[src/rtl/quad_encoder_bank.sv]
// Multi-channel rotary encoder front end: per-channel debounce, x1/x4 quadrature
// decode and an up/down value register with wrap or saturate arithmetic.
module quad_encoder_bank #(
    parameter int CHANNELS = 3,
    parameter int WIDTH    = 8,
    parameter int HIST_LEN = 8,
    parameter int MODE     = 0,
    parameter int STEP     = 1,
    parameter int SATURATE = 0,
    parameter int CH_BITS  = (CHANNELS > 1) ? $clog2(CHANNELS) : 1
) (
    input  logic                      clk,
    input  logic                      reset,
    input  logic [CHANNELS-1:0]       a,
    input  logic [CHANNELS-1:0]       b,
    input  logic                      load_en,
    input  logic [CH_BITS-1:0]        load_ch,
    input  logic [WIDTH-1:0]          load_val,
    output logic [CHANNELS*WIDTH-1:0] value,
    output logic [CHANNELS-1:0]       changed,
    output logic [CHANNELS-1:0]       err
);

    localparam logic [WIDTH:0] MAX_W  = {1'b0, {WIDTH{1'b1}}};
    localparam logic [WIDTH:0] STEP_W = (WIDTH+1)'(STEP);

    for (genvar i = 0; i < CHANNELS; i++) begin : g_ch
        logic [HIST_LEN-1:0] hist_a;
        logic [HIST_LEN-1:0] hist_b;
        logic [HIST_LEN-1:0] hist_a_next;
        logic [HIST_LEN-1:0] hist_b_next;
        logic                a_db;
        logic                b_db;
        logic [1:0]          prev;
        logic [1:0]          cur;
        logic                inc;
        logic                dec;
        logic                illegal;
        logic                load_hit;
        logic [WIDTH:0]      sum;
        logic [WIDTH-1:0]    val;
        logic [WIDTH-1:0]    val_next;
        logic                chg;
        logic                er;

        assign hist_a_next = {hist_a[HIST_LEN-2:0], a[i]};
        assign hist_b_next = {hist_b[HIST_LEN-2:0], b[i]};
        assign cur         = {a_db, b_db};
        assign load_hit    = load_en && (load_ch == CH_BITS'(i));

        // The debounced level follows the history including the sample taken on
        // this edge, so a held level appears after exactly HIST_LEN samples.
        always_ff @(posedge clk or negedge reset) begin
            if (!reset) begin
                hist_a <= '0;
                hist_b <= '0;
                a_db   <= 1'b0;
                b_db   <= 1'b0;
                prev   <= 2'b00;
            end else begin
                hist_a <= hist_a_next;
                hist_b <= hist_b_next;
                if (&hist_a_next)
                    a_db <= 1'b1;
                else if (~|hist_a_next)
                    a_db <= 1'b0;
                if (&hist_b_next)
                    b_db <= 1'b1;
                else if (~|hist_b_next)
                    b_db <= 1'b0;
                prev <= cur;
            end
        end

        always_comb begin
            inc     = 1'b0;
            dec     = 1'b0;
            illegal = ((prev ^ cur) == 2'b11);
            if (MODE == 1) begin
                case ({prev, cur})
                    4'b0010, 4'b1011, 4'b1101, 4'b0100: inc = 1'b1;
                    4'b1000, 4'b1110, 4'b0111, 4'b0001: dec = 1'b1;
                    default: ;
                endcase
            end else if (!prev[1] && cur[1] && (prev[0] == cur[0])) begin
                // Rising A with B steady: B low means forward rotation.
                inc = !cur[0];
                dec = cur[0];
            end
        end

        always_comb begin
            sum      = '0;
            val_next = val;
            if (inc) begin
                sum = {1'b0, val} + STEP_W;
                if ((SATURATE != 0) && (sum > MAX_W))
                    val_next = MAX_W[WIDTH-1:0];
                else
                    val_next = sum[WIDTH-1:0];
            end else if (dec) begin
                if ((SATURATE != 0) && ({1'b0, val} < STEP_W))
                    val_next = '0;
                else
                    val_next = val - STEP_W[WIDTH-1:0];
            end
        end

        // A preload overrides any count landing on the same edge and clears err.
        always_ff @(posedge clk or negedge reset) begin
            if (!reset) begin
                val <= '0;
                chg <= 1'b0;
                er  <= 1'b0;
            end else if (load_hit) begin
                val <= load_val;
                chg <= 1'b0;
                er  <= 1'b0;
            end else begin
                val <= val_next;
                chg <= (val_next != val);
                if ((MODE == 1) && illegal)
                    er <= 1'b1;
            end
        end

        assign value[i*WIDTH +: WIDTH] = val;
        assign changed[i]              = chg;
        assign err[i]                  = er;
    end

endmodule

[config.mk]
export PLATFORM = sky130hd
export DESIGN_NAME = quad_encoder_bank
export DESIGN_NICKNAME = d
export VERILOG_FILES = /design/src/rtl/quad_encoder_bank.sv
export SDC_FILE = /design/constraint.sdc
export NUM_CORES = 1
export LEC_CHECK = 0
export ABC_CLOCK_PERIOD_IN_PS = 3300
export CORE_MARGIN = 3
export CORE_UTILIZATION = 58
export DETAILED_ROUTE_END_ITERATION = 10
export PLACE_DENSITY = 0.84
export RECOVER_POWER = 25
export SETUP_SLACK_MARGIN = 0.5
export SLEW_MARGIN = 20
export SYNTH_ARGS = -nofsm -noshare
export SYNTH_HDL_FRONTEND = slang
export SYNTH_SLANG_ARGS = --single-unit
[constraint.sdc]
create_clock -name clk -period 3.3 [get_ports clk]
set_clock_uncertainty 0.05 [all_clocks]
set_input_delay 0.495 -clock clk [delete_from_list [all_inputs] [get_ports clk]]
set_output_delay 0.495 -clock clk [all_outputs]
set_load 0.05 [all_outputs]
==> impl_metrics.ini, run 1 <==
[worst_setup_path]
path_class = reg2out
end_kind = output pin
worst-r2r-cell-count = 5
r2r-end = g_ch[0].val[3]
cp_num_cells = 1
r2r_slack_ns = 1.30
cp_data_arrival_time_ns = 1.75
cpLargestDelayFamily = buffers and inverters
path_cells = clkdlybuf4s50_1
cp.required_ns = 2.75
crit_path_max_fanout = 9
rr_startpoint = g_ch[0].b_db
start_kind = flip-flop
endpoint = value[0]
worst-path-buf-inv = 1
cp_slowest_cell = clkdlybuf4s50_1
cpPeakStageDelay_ns = 0.87
worstSetupStartpoint = g_ch[0].val[0]

[floorplanning]
start_util = 0.6165
io_pins = 49
die_x_um = 83.44
core_sq_um = 5642
rows = 27
die_area_sq_um = 6962
die_y_um = 83.44

[timing]
hold_viol_final = 0
max_freq_mhz = 435.1
setup_violations = 0
grt_setup_unrepaired = no
worstMarginPinSlew_ns = 0.9521
hold_slack_ns = 0.2262
finalCritPeriodShare = 0.6964
relSlewSlack = 0.3652
setup_tns_ns = 0
fin_crit_ns = 2.298
slew_violations = 0

[status]
status = completed

[power_and_ir_drop]
total_power_mw = 2.523
cellPowerDensity_nw_per_um2 = 608.4
p_leak_nw = 1.622
worst_ir_drop_vdd_v = 0.0003885

[global_route]
grt_pass1_vias = 2331
overflow = 0
grtUsageTotal = 0.2010
grt_max_degree = 82
grt_pass1_wl_mm = 11.17
antenna_found_initial = 0

[clock_tree]
clk_pin_slew_ns = 0.09
clockBufferDepth = 2
cts_setup_buffers = 0
cts_root_buf = clkbuf_8
cts_hold_buf = 0
ctsResizeCount = 0
cts_sinks = 81
cts_tree = yes
insertion_delay_ns = 0.35
numCtsBuffers = 9
htreeDepth = 3

[place]
portBuffers = 45
place_congestion = 0.8440
dp_hpwl_mm = 4.597

[synth]
synth-edff-count = 0
synth_cell_types = 47
ys_ff_latch = 81
syn_inst = 308
ys_warn_count = 0
ys.flop_type = dfrtp_1
ys_async_sr_fraction = 1.000
synthesis.area_sq_um = 3478
syn_avg_cell_area_sq_um = 11.29
ys_seq_area_frac = 0.5827

[routing]
drt_iter0_drc = 189
antenna_left = 0
wl_per_cell_um = 15.34
routed_wl_mm = 6.595
drc = 0
vias_per_cell = 5.633
vias = 2422
drt_first_pass_iters = 4

[cells_and_area]
insertedDiodeCount = 0
syn_to_final_growth_pct = 19.21
nNetsFinal = 378
layout-drive-gt1-share = 0.08659
mostFrequentLayoutCell = dfrtp_1
register_area_sq_um = 2027
multi_input_area_sq_um = 1338
layout_common_cells = dfrtp_1 (81), clkdlybuf4s50_1 (38), nor2_1 (27)
nFillCells = 379
final_util = 0.7350

[min_path]
hp-class = in2async

[job]
drv_cap = 0
==> synth_stat cells, drive strengths merged (2+ instances only) <==
master / count / area [sq um]
a21oi: 16 / 80.08
a31oi: 4 / 25.02
and2: 2 / 12.51
buf: 9 / 68.81
clkbuf: 5 / 18.77
dfrtp: 81 / 2027
ha: 6 / 75.07
inv: 9 / 33.78
mux2: 4 / 45.04
mux2i: 2 / 20.02
nand2: 26 / 97.59
nand3: 9 / 45.04
nand3b: 2 / 15.01
nand4: 6 / 37.54
nand4b: 3 / 26.28
nor2: 27 / 101.4
nor2b: 2 / 12.51
nor3: 3 / 15.01
nor3b: 3 / 32.53
nor4: 2 / 18.77
nor4b: 6 / 52.55
nor4bb: 2 / 20.02
o21ai: 20 / 100.1
o32ai: 3 / 26.28
o41ai: 6 / 52.55
or2: 2 / 12.51
or3b: 2 / 17.52
or4: 7 / 52.55
or4b: 3 / 37.54
xnor2: 12 / 105.1
xor2: 14 / 122.6
==> registers in the layout, indices dropped and copies added (netlist names) <==
register / count
g_ch.chg: 3
g_ch.val: 24
g_ch.hist_b: 21
g_ch.hist_a: 21
g_ch.prev: 6
g_ch.b_db: 3
g_ch.a_db: 3
==> how the worst min path moves through the flow <==
stage          cells past startpoint  slack [ns]                 to
3_5_place_dp                       0        0.31  g_ch[2].hist_b[5]
2_1_floorplan                      0        0.15       g_ch[0].a_db
3_3_place_gp                       0        0.30  g_ch[2].hist_b[5]
5_1_grt                            1        0.29     g_ch[1].val[4]
6_report                           1        0.23     g_ch[1].val[4]
4_1_cts                            1        0.27     g_ch[1].val[4]
==> cell type report <==
class,count,share of cell area
well taps,72,0.02173
flip-flops and latches,81,0.4888
clock inverters,7,0.01901
clock buffers,9,0.02987
inverters,9,0.008147
multi-input cells,206,0.3226
repair buffers,46,0.1098
==> cells by family (layout without fill, tap and decap cells) <==
kind of cell / Yosys count / count (layout) / synth area share
buf+inv: 23 / 71 / 0.03489
fa+ha+maj: 6 / 6 / 0.02158
flops: 81 / 81 / 0.5827
compound gates: 53 / 53 / 0.09101
other cells: 1 / 3 / 0.001078
simple gates: 112 / 112 / 0.1845
mux: 6 / 6 / 0.01870
xor+xnor: 26 / 26 / 0.06547
==> metal layers <==
| layer | vias to the layer above | track usage | routed length (um) |
|---|---|---|---|
| met3 | 14 | 0.05258 | 318 |
| met4 | 0 | 0.08187 | 109 |
| met5 | - | 0 | 0 |
| met1 | 1186 | 0.2727 | 3001 |
| met2 | 51 | 0.3105 | 3166 |
| li1 | 1171 | - | - |
==> per-stage QoR <==
| step | worst slack [ns] | cell area, sq um | cells |
|---|---|---|---|
| global placement | 1.227 | 3944 | 414 |
| finish | 1.002 | 4146 | 430 |
| detailed placement | 1.180 | 3944 | 414 |
| CTS | 0.9772 | 4146 | 430 |
| global route | 0.9435 | 4146 | 430 |
| floorplan | 1.277 | 3486 | 310 |
==> where the power goes <==
group / total (mW) / internal [mW] / leakage (nW) / switching [mW]
logic: 0.592 / 0.225 / 0.619 / 0.368
clock network: 0.728 / 0.356 / 0.0925 / 0.373
registers: 1.20 / 1.08 / 0.910 / 0.124
(Power assumes the default switching activity.)
==> run 2, diff against run 1 <==
Settings changed: ABC_CLOCK_PERIOD_IN_PS 3300 to 1900, CORE_UTILIZATION 58 to 49, PLACE_DENSITY 0.84 to 0.76.
Clock period 3.3 ns to 1.9 ns, I/O delays scaled along.
==> run 2 against run 1 <==
Net effect:
- register-to-register slack lost 1.1 ns
- die area is 17% higher
- cell area increased by 27%
- count of clock-buffer cells in the layout is 1 higher
- critical path depth rose by 4
- clock power increased by 110%
- combinational power increased to 2.9 times the previous value
- non-clock buffer count grew 59
- sequential share of layout area down 9.8 points
- largest cell class unchanged
- power is 110% higher
- critical path type is now reg2reg
==> impl_metrics.ini, run 2 (same netlist as run 1, synthesis figures left out) <==
[status]
status = completed

[clock_tree]
numCtsBuffers = 9
htreeDepth = 3
insertion_delay_ns = 0.36
clk_pin_slew_ns = 0.08
clockBufferDepth = 2
cts_sinks = 81
cts_root_buf = clkbuf_8
cts_tree = yes

[cells_and_area]
top_regs = g_ch.val x24, g_ch.hist_a x21, g_ch.hist_b x21
layout-drive-gt1-share = 0.4712
largest_reg_flops = 24
nNetsFinal = 437
multi_input_area_sq_um = 1814
syn_to_final_growth_pct = 51.01
top_register = g_ch.val
nFillCells = 401
layout_common_cells = dfrtp_1 (60), buf_4 (42), nand2_1 (24)
register_area_sq_um = 2053
insertedDiodeCount = 0
final_area_sq_um = 5253
mostFrequentLayoutCell = dfrtp_1

[routing]
vias = 2879
routed_wl_mm = 9.750
drt_first_pass_iters = 7
drc = 0
antenna_left = 0
wl_per_cell_um = 19.04
vias_per_cell = 5.623
drt_iter0_drc = 160

[worst_setup_path]
crit_path_max_fanout = 4
r2r_slack_ns = 0.18
worst-r2r-cell-count = 5
r2r-end = g_ch[2].val[5]
rr_startpoint = g_ch[2].val[4]
worstSetupStartpoint = g_ch[2].val[4]
endpoint = g_ch[2].val[5]
path_class = reg2reg
cp.required_ns = 2.08
end_kind = flip-flop
cp_data_arrival_time_ns = 1.90
start_kind = flip-flop

[timing]
hold_viol_final = 0
grt_setup_unrepaired = yes
slew_violations = 0
fin_crit_ns = 1.722
max_freq_mhz = 580.7
setup_violations = 0
finalCritPeriodShare = 0.9063
setup_tns_ns = 0

[global_route]
grt_pass1_wl_mm = 14.15
grt_max_degree = 37
grtUsageTotal = 0.2211
grt_pass1_vias = 2869
antenna_found_initial = 0
overflow = 0

[min_path]
hp-start = g_ch[2].hist_b[4]
holdPathStages = 0
hp-class = reg2reg

[place]
dp_hpwl_mm = 5.211
place_congestion = 0.8634
placed_area_sq_um = 4146
portBuffers = 45

[power_and_ir_drop]
total_power_mw = 5.336
p_leak_nw = 2.152
worst_ir_drop_vdd_v = 0.0006859
cellPowerDensity_nw_per_um2 = 1016

[job]
drv_cap = 0

[floorplanning]
die_x_um = 90.26
die_y_um = 90.26
die_area_sq_um = 8146
io_pins = 49
core_sq_um = 6832
rows = 30
start_util = 0.5092
==> run 2: cell count changes in the layout (fill, tap and decap cells not counted), sizes merged <==
cell	delta
buf	+80
clkinvlp	-3
dlygate4sd3	+1
inv	-2
dlygate4sd2	+1
clkdlybuf4s50	-27
clkinv	+1
bufinv	+2
clkbuf	+5
==> run 2: how the worst min path moves through the flow <==
| stage | endpoint | slack, ns |
|---|---|---|
| after floorplan | g_ch[0].a_db | -0.06 |
| after global placement | g_ch[1].hist_a[0] | 0.22 |
| after detailed placement | g_ch[1].hist_a[2] | 0.23 |
| after CTS | g_ch[2].hist_a[5] | 0.33 |
| after global routing | g_ch[1].hist_b[5] | 0.34 |
| final | g_ch[2].hist_b[5] | 0.33 |
==> run 2: layout make-up <==
type	instances	area share
Sequential cell	81	0.3909
Multi-Input combinational cell	206	0.3454
Clock buffer	10	0.02620
Inverter	9	0.007384
Tap cell	96	0.02287
Timing Repair Buffer	105	0.1875
Clock inverter	5	0.01977
==> run 2: report_power, final <==
group	switching [mW]	internal [mW]	leakage, nW
clock	0.614	0.901	0.122
combinational	0.944	0.772	1.14
sequential	0.217	1.89	0.892
==> run 2: critical path, stage by stage, from the launching register on <==
cell,delay (ns)
dfrtp_2,0.46
or4b_4,0.56
o22ai_2,0.16
nand2_1,0.08
xor2_1,0.18
a21oi_1,0.09
==> run 2: per-stage QoR <==
stage	util	setup slack, ns	hold slack, ns	instances
final	0.7689	0.1780	0.3286	512
after global routing	0.7689	0.08835	0.3399	512
after CTS	0.7123	0.2198	0.3311	497
after detailed placement	0.6070	0.06078	0.2313	449
after global placement	0.6070	0.1405	0.2237	449
after floorplan	-	0.08712	-0.06059	310
==> run 2: repair_timing <==
action / CTS / global route
buffers inserted: 32 / 15
hold endpoints to repair: 34 / 0
pin swaps: 16 / 22
hold buffers: 1 / 0
endpoints found under the setup margin: 45 / 48
gates resized for setup: 96 / 72
==> run 2: routing by layer <==
| layer | part of all wire | vias up | global-route usage | wire, um |
|---|---|---|---|---|
| met5 | 0 | - | 0 | 0 |
| met4 | 0.024 | 0 | 0.1046 | 232 |
| met3 | 0.044 | 19 | 0.06500 | 433 |
| met2 | 0.54 | 90 | 0.3752 | 5275 |
| met1 | 0.39 | 1477 | 0.2575 | 3808 |
| li1 | - | 1293 | - | - |
==> patch 1 (settings of run 2) <==
Set the parameter `CHANNELS` to 2 (it was 3).
--- a/src/rtl/quad_encoder_bank.sv
+++ b/src/rtl/quad_encoder_bank.sv
@@ -3,3 +3,3 @@
 module quad_encoder_bank #(
-    parameter int CHANNELS = 3,
+    parameter int CHANNELS = 2,
     parameter int WIDTH    = 8,
Ports: changed (6 resized); port bits go from 49 to 36. No check against the original RTL was run, so the function may have changed too.
==> patch 1 against run 2 <==
Power shrank 45%; sequential cell count is 27 lower; highest routed layer unchanged; synthesized area down 32%; worst hold slack worse by 0.0043 ns; design area decreased by 32%; worst setup slack got worse by 0.15 ns; via count fell by 28%; routed wire length is 31% lower.
==> patch 1: results (changes against run 2) <==
| Metric | Value |
|---|---|
| Total detailed-routing wirelength | 6748 um (was 9750 um) |
| Distinct cells, synth | 51 (was 47) |
| Setup Slack @ Placement | 0.1315 ns (was 0.06078 ns) |
| Met1 WL | 2996 um (was 3808 um) |
| Setup Fix Bufs, Post-CTS | 26 (was 32) |
| PortBufs | 33 (was 45) |
| Leakage dissipation | 1.445 nW (was 2.152 nW) |
| # resized after CTS | 51 (was 96) |
| Worst-Skew Late Latency | 0.31 ns (was 0.36 ns) |
| Net switching share of the total power | 31.85% (was 33.26%) |
| Total CTS buffers | 5 (was 9) |
| Result of the run | complete, no violations (unchanged) |
| Sequential cell area fraction in the yosys report | 56.90% (was 58.27%) |
| Largest registers | g_ch.val: 16 flops, g_ch.hist_a: 14 flops, g_ch.hist_b: 14 flops (was g_ch.val: 24 flops, g_ch.hist_a: 21 flops, g_ch.hist_b: 21 flops) |
| Number of DRC violations after detailed-routing iteration 0 | 220 (was 160) |
| First-pass detailed-route iteration total | 4 (was 7) |
| Mux share of post-synthesis cell area | 1.317% (was 1.871%) |
| Stage delay of the slowest cell on the critical path | 0.53 ns (was 0.56 ns) |
| Number of clock buffers in the layout | 6 (was 10) |
| Layout-stage area growth over the synthesis result | 50.16% (was 51.01%) |
| Register cell area after layout | 0.001371 sq mm (was 0.002053 sq mm) |
| Adder-cell area share of the yosys netlist | 2.107% (was 2.158%) |
| Seq cells | 54 (was 81) |
| Mean post-synth cell area | 11.31 sq um (was 11.29 sq um) |
| Post-synthesis xor/xnor area fraction | 4.426% (was 6.547%) |
| Layout filler cell count | 232 (was 401) |
| Non-clk invs | 6 (was 9) |
| Pin count of the biggest net entering global routing | 26 (was 37) |
| Cell area after placement | 0.002909 sq mm (was 0.004146 sq mm) |
| Critical path arrival | 2.06 ns (was 1.90 ns) |
| Metal2 WL | 3250 um (was 5275 um) |
| Vias post-DR | 2,061 (was 2,879) |
| Reported clock group power | 0.000777 W (was 0.00152 W) |
| Share of final-layout standard cells stronger than drive strength 1 | 44.67% (was 47.12%) |
| Global-route wire length before repair | 9446 um (was 14,150 um) |
| Count of buffers not belonging to the clock network in the layout | 82 (was 105) |
| Most frequent cells after synthesis | sky130_fd_sc_hd__dfrtp_1, sky130_fd_sc_hd__nand2_1, sky130_fd_sc_hd__nor2_1, sky130_fd_sc_hd__o21ai_0, sky130_fd_sc_hd__nand3_1 (was sky130_fd_sc_hd__dfrtp_1, sky130_fd_sc_hd__nor2_1, sky130_fd_sc_hd__nand2_1, sky130_fd_sc_hd__o21ai_0, sky130_fd_sc_hd__a21oi_1) |
| Number of placed cells counting well taps | 295 (was 449) |
| Nets | 310 (was 437) |
patch 1: final timing paths:
path / startpoint / to / slack (ns) / cells past startpoint
worst max-delay path: g_ch[1].val[2]$_DFF_PN0_ / g_ch[1].val[6]$_DFF_PN0_ / 0.03 / 4
worst min-delay path: g_ch[0].hist_a[4]$_DFF_PN0_ / g_ch[0].hist_a[5]$_DFF_PN0_ / 0.32 / 0
worst max register to register: g_ch[1].val[2]$_DFF_PN0_ / g_ch[1].val[6]$_DFF_PN0_ / 0.03 / 4
worst min register to register: g_ch[0].hist_a[4]$_DFF_PN0_ / g_ch[0].hist_a[5]$_DFF_PN0_ / 0.32 / 0
max in group asynchronous: reset / g_ch[0].hist_a[1]$_DFF_PN0_ / 0.91 / 3
min in group asynchronous: reset / g_ch[1].val[4]$_DFF_PN0_ / 0.35 / 2
==> patch 2 (settings of run 2) <==
Without the edit above. Register the output `value` once more, without a reset; this adds one clock of latency there. The other outputs are not delayed to match.
--- a/src/rtl/quad_encoder_bank.sv
+++ b/src/rtl/quad_encoder_bank.sv
@@ -25,2 +25,4 @@
     localparam logic [WIDTH:0] STEP_W = (WIDTH+1)'(STEP);
+
+    logic [CHANNELS*WIDTH-1:0] value_d;
 
@@ -126,3 +128,3 @@
 
-        assign value[i*WIDTH +: WIDTH] = val;
+        assign value_d[i*WIDTH +: WIDTH] = val;
         assign changed[i]              = chg;
@@ -131,2 +133,6 @@
 
+    always_ff @(posedge clk) begin
+        value <= value_d;
+    end
+
 endmodule
Function: changed (a bounded check fails within 4 cycles, from zero or initial values and one cycle with reset low).
==> patch 2 against run 2 <==
Worst setup slack worse by 0.039 ns; largest power group unchanged; power up 5.9%; routed wire length up 7.6%; combinational power down 9.9%; design area up 6.8%; worst hold slack better by 0.0073 ns; synthesized area up 14%; sequential cell count up 24; critical endpoint is now g_ch[0].val[4]$_DFF_PN0_.
==> patch 2: results (changes against run 2) <==
| Metric | Value |
|---|---|
| Most frequent cells after synthesis | sky130_fd_sc_hd__dfrtp_1, sky130_fd_sc_hd__nor2_1, sky130_fd_sc_hd__nand2_1, sky130_fd_sc_hd__dfxtp_1, sky130_fd_sc_hd__o21ai_0 (was sky130_fd_sc_hd__dfrtp_1, sky130_fd_sc_hd__nor2_1, sky130_fd_sc_hd__nand2_1, sky130_fd_sc_hd__o21ai_0, sky130_fd_sc_hd__a21oi_1) |
| Number of global-route vias before repair | 2,935 (was 2,869) |
| Distinct cells, synth | 48 (was 47) |
| Setup Fix Bufs, Post-CTS | 36 (was 32) |
| Largest registers | g_ch.val: 24 flops, value: 24 flops (was g_ch.val: 24 flops, g_ch.hist_a: 21 flops, g_ch.hist_b: 21 flops) |
| Placed wire-length estimate | 5326 um (was 5211 um) |
| Cell area after placement | 0.004667 sq mm (was 0.004146 sq mm) |
| Yosys top cell area share | 51.20% (was 58.27%) |
| Weighted congestion reported at the end of routability-driven placement | 0.8539 (was 0.8634) |
| Maximum fanout along the worst path | 5 (was 4) |
| Clock transition at the registers of the reported paths | 0.11 ns (was 0.08 ns) |
| Post-detailed-route via-to-cell ratio | 5.484 (was 5.623) |
| Post-synthesis xor/xnor area fraction | 5.752% (was 6.547%) |
| Reported clock group power | 0.00141 W (was 0.00152 W) |
| Setup Slack @ Placement | 0.1117 ns (was 0.06078 ns) |
| Compound-Gate Fraction of Synth Area | 7.996% (was 9.101%) |
| Sequential cell area fraction in the yosys report | 63.34% (was 58.27%) |
| Total detailed-routing wirelength | 10,490 um (was 9750 um) |
| # resized after CTS | 130 (was 96) |
| Layout filler cell count | 484 (was 401) |
| Top post-synthesis cells by area | sky130_fd_sc_hd__dfrtp_1, sky130_fd_sc_hd__dfxtp_1, sky130_fd_sc_hd__xor2_1, sky130_fd_sc_hd__xnor2_1, sky130_fd_sc_hd__nor2_1 (was sky130_fd_sc_hd__dfrtp_1, sky130_fd_sc_hd__xor2_1, sky130_fd_sc_hd__xnor2_1, sky130_fd_sc_hd__nor2_1, sky130_fd_sc_hd__nand2_1) |
| Nets | 472 (was 437) |
| Class of the tightest hold or removal check | input port to async pin (was register to register) |
| Stage delay of the slowest cell on the critical path | 0.47 ns (was 0.56 ns) |
| Result of the run | complete, no violations (unchanged) |
| Cells after synthesis | 332 (was 308) |
| Net switching share of the total power | 34.13% (was 33.26%) |
| Number of placed cells counting well taps | 479 (was 449) |
| Share of final-layout standard cells stronger than drive strength 1 | 43.58% (was 47.12%) |
| Net switching power figure | 0.001928 W (was 0.001775 W) |
==> patch 2: cell count changes after synthesis <==
cell                      delta
sky130_fd_sc_hd__dfxtp_1    +24
==> patch 2: area by class of cell <==
| class | count | share of cell area, % |
|---|---|---|
| Clock inverter | 7 | 1.383 |
| Multi-Input combinational cell | 206 | 32.33 |
| Sequential cell | 105 | 44.98 |
| Inverter | 9 | 0.6024 |
| Timing Repair Buffer | 116 | 16.22 |
| Tap cell | 102 | 2.276 |
| Clock buffer | 9 | 2.209 |
==> patch 2: cells by family after synthesis <==
group / count (synthesis)
buffers and inverters: 23
AO/OA/AOI/OAI: 53
other: 1
flip-flops: 105
adder cells (fa/ha/maj): 6
XOR/XNOR: 26
multiplexers: 6
AND/OR/NAND/NOR: 112
==> patch 2: path summary, 6_finish.rpt <==
path / from / endpoint / slack (ns) / depth (start not counted)
setup / recovery: g_ch[0].val[0]$_DFF_PN0_ / g_ch[0].val[4]$_DFF_PN0_ / 0.14 / 6
setup reg to reg: g_ch[0].val[0]$_DFF_PN0_ / g_ch[0].val[4]$_DFF_PN0_ / 0.14 / 6
min in group clk: g_ch[1].hist_b[4]$_DFF_PN0_ / g_ch[1].hist_b[5]$_DFF_PN0_ / 0.35 / 0
hold reg to reg: g_ch[1].hist_b[4]$_DFF_PN0_ / g_ch[1].hist_b[5]$_DFF_PN0_ / 0.35 / 0
hold / removal: reset / g_ch[1].prev[1]$_DFF_PN0_ / 0.34 / 2
max in group asynchronous: reset / g_ch[1].val[5]$_DFF_PN0_ / 0.84 / 3
==> patch 2: per-layer routing <==
layer,global-route usage [%],up-vias,part of all wire [%],wire [um]
li1,-,1384,-,-
met5,0,-,0,0
met3,4.066,34,4.3,449
met2,34.57,96,53,5550
met1,25.38,1524,38,4010
met4,9.953,0,4.6,481
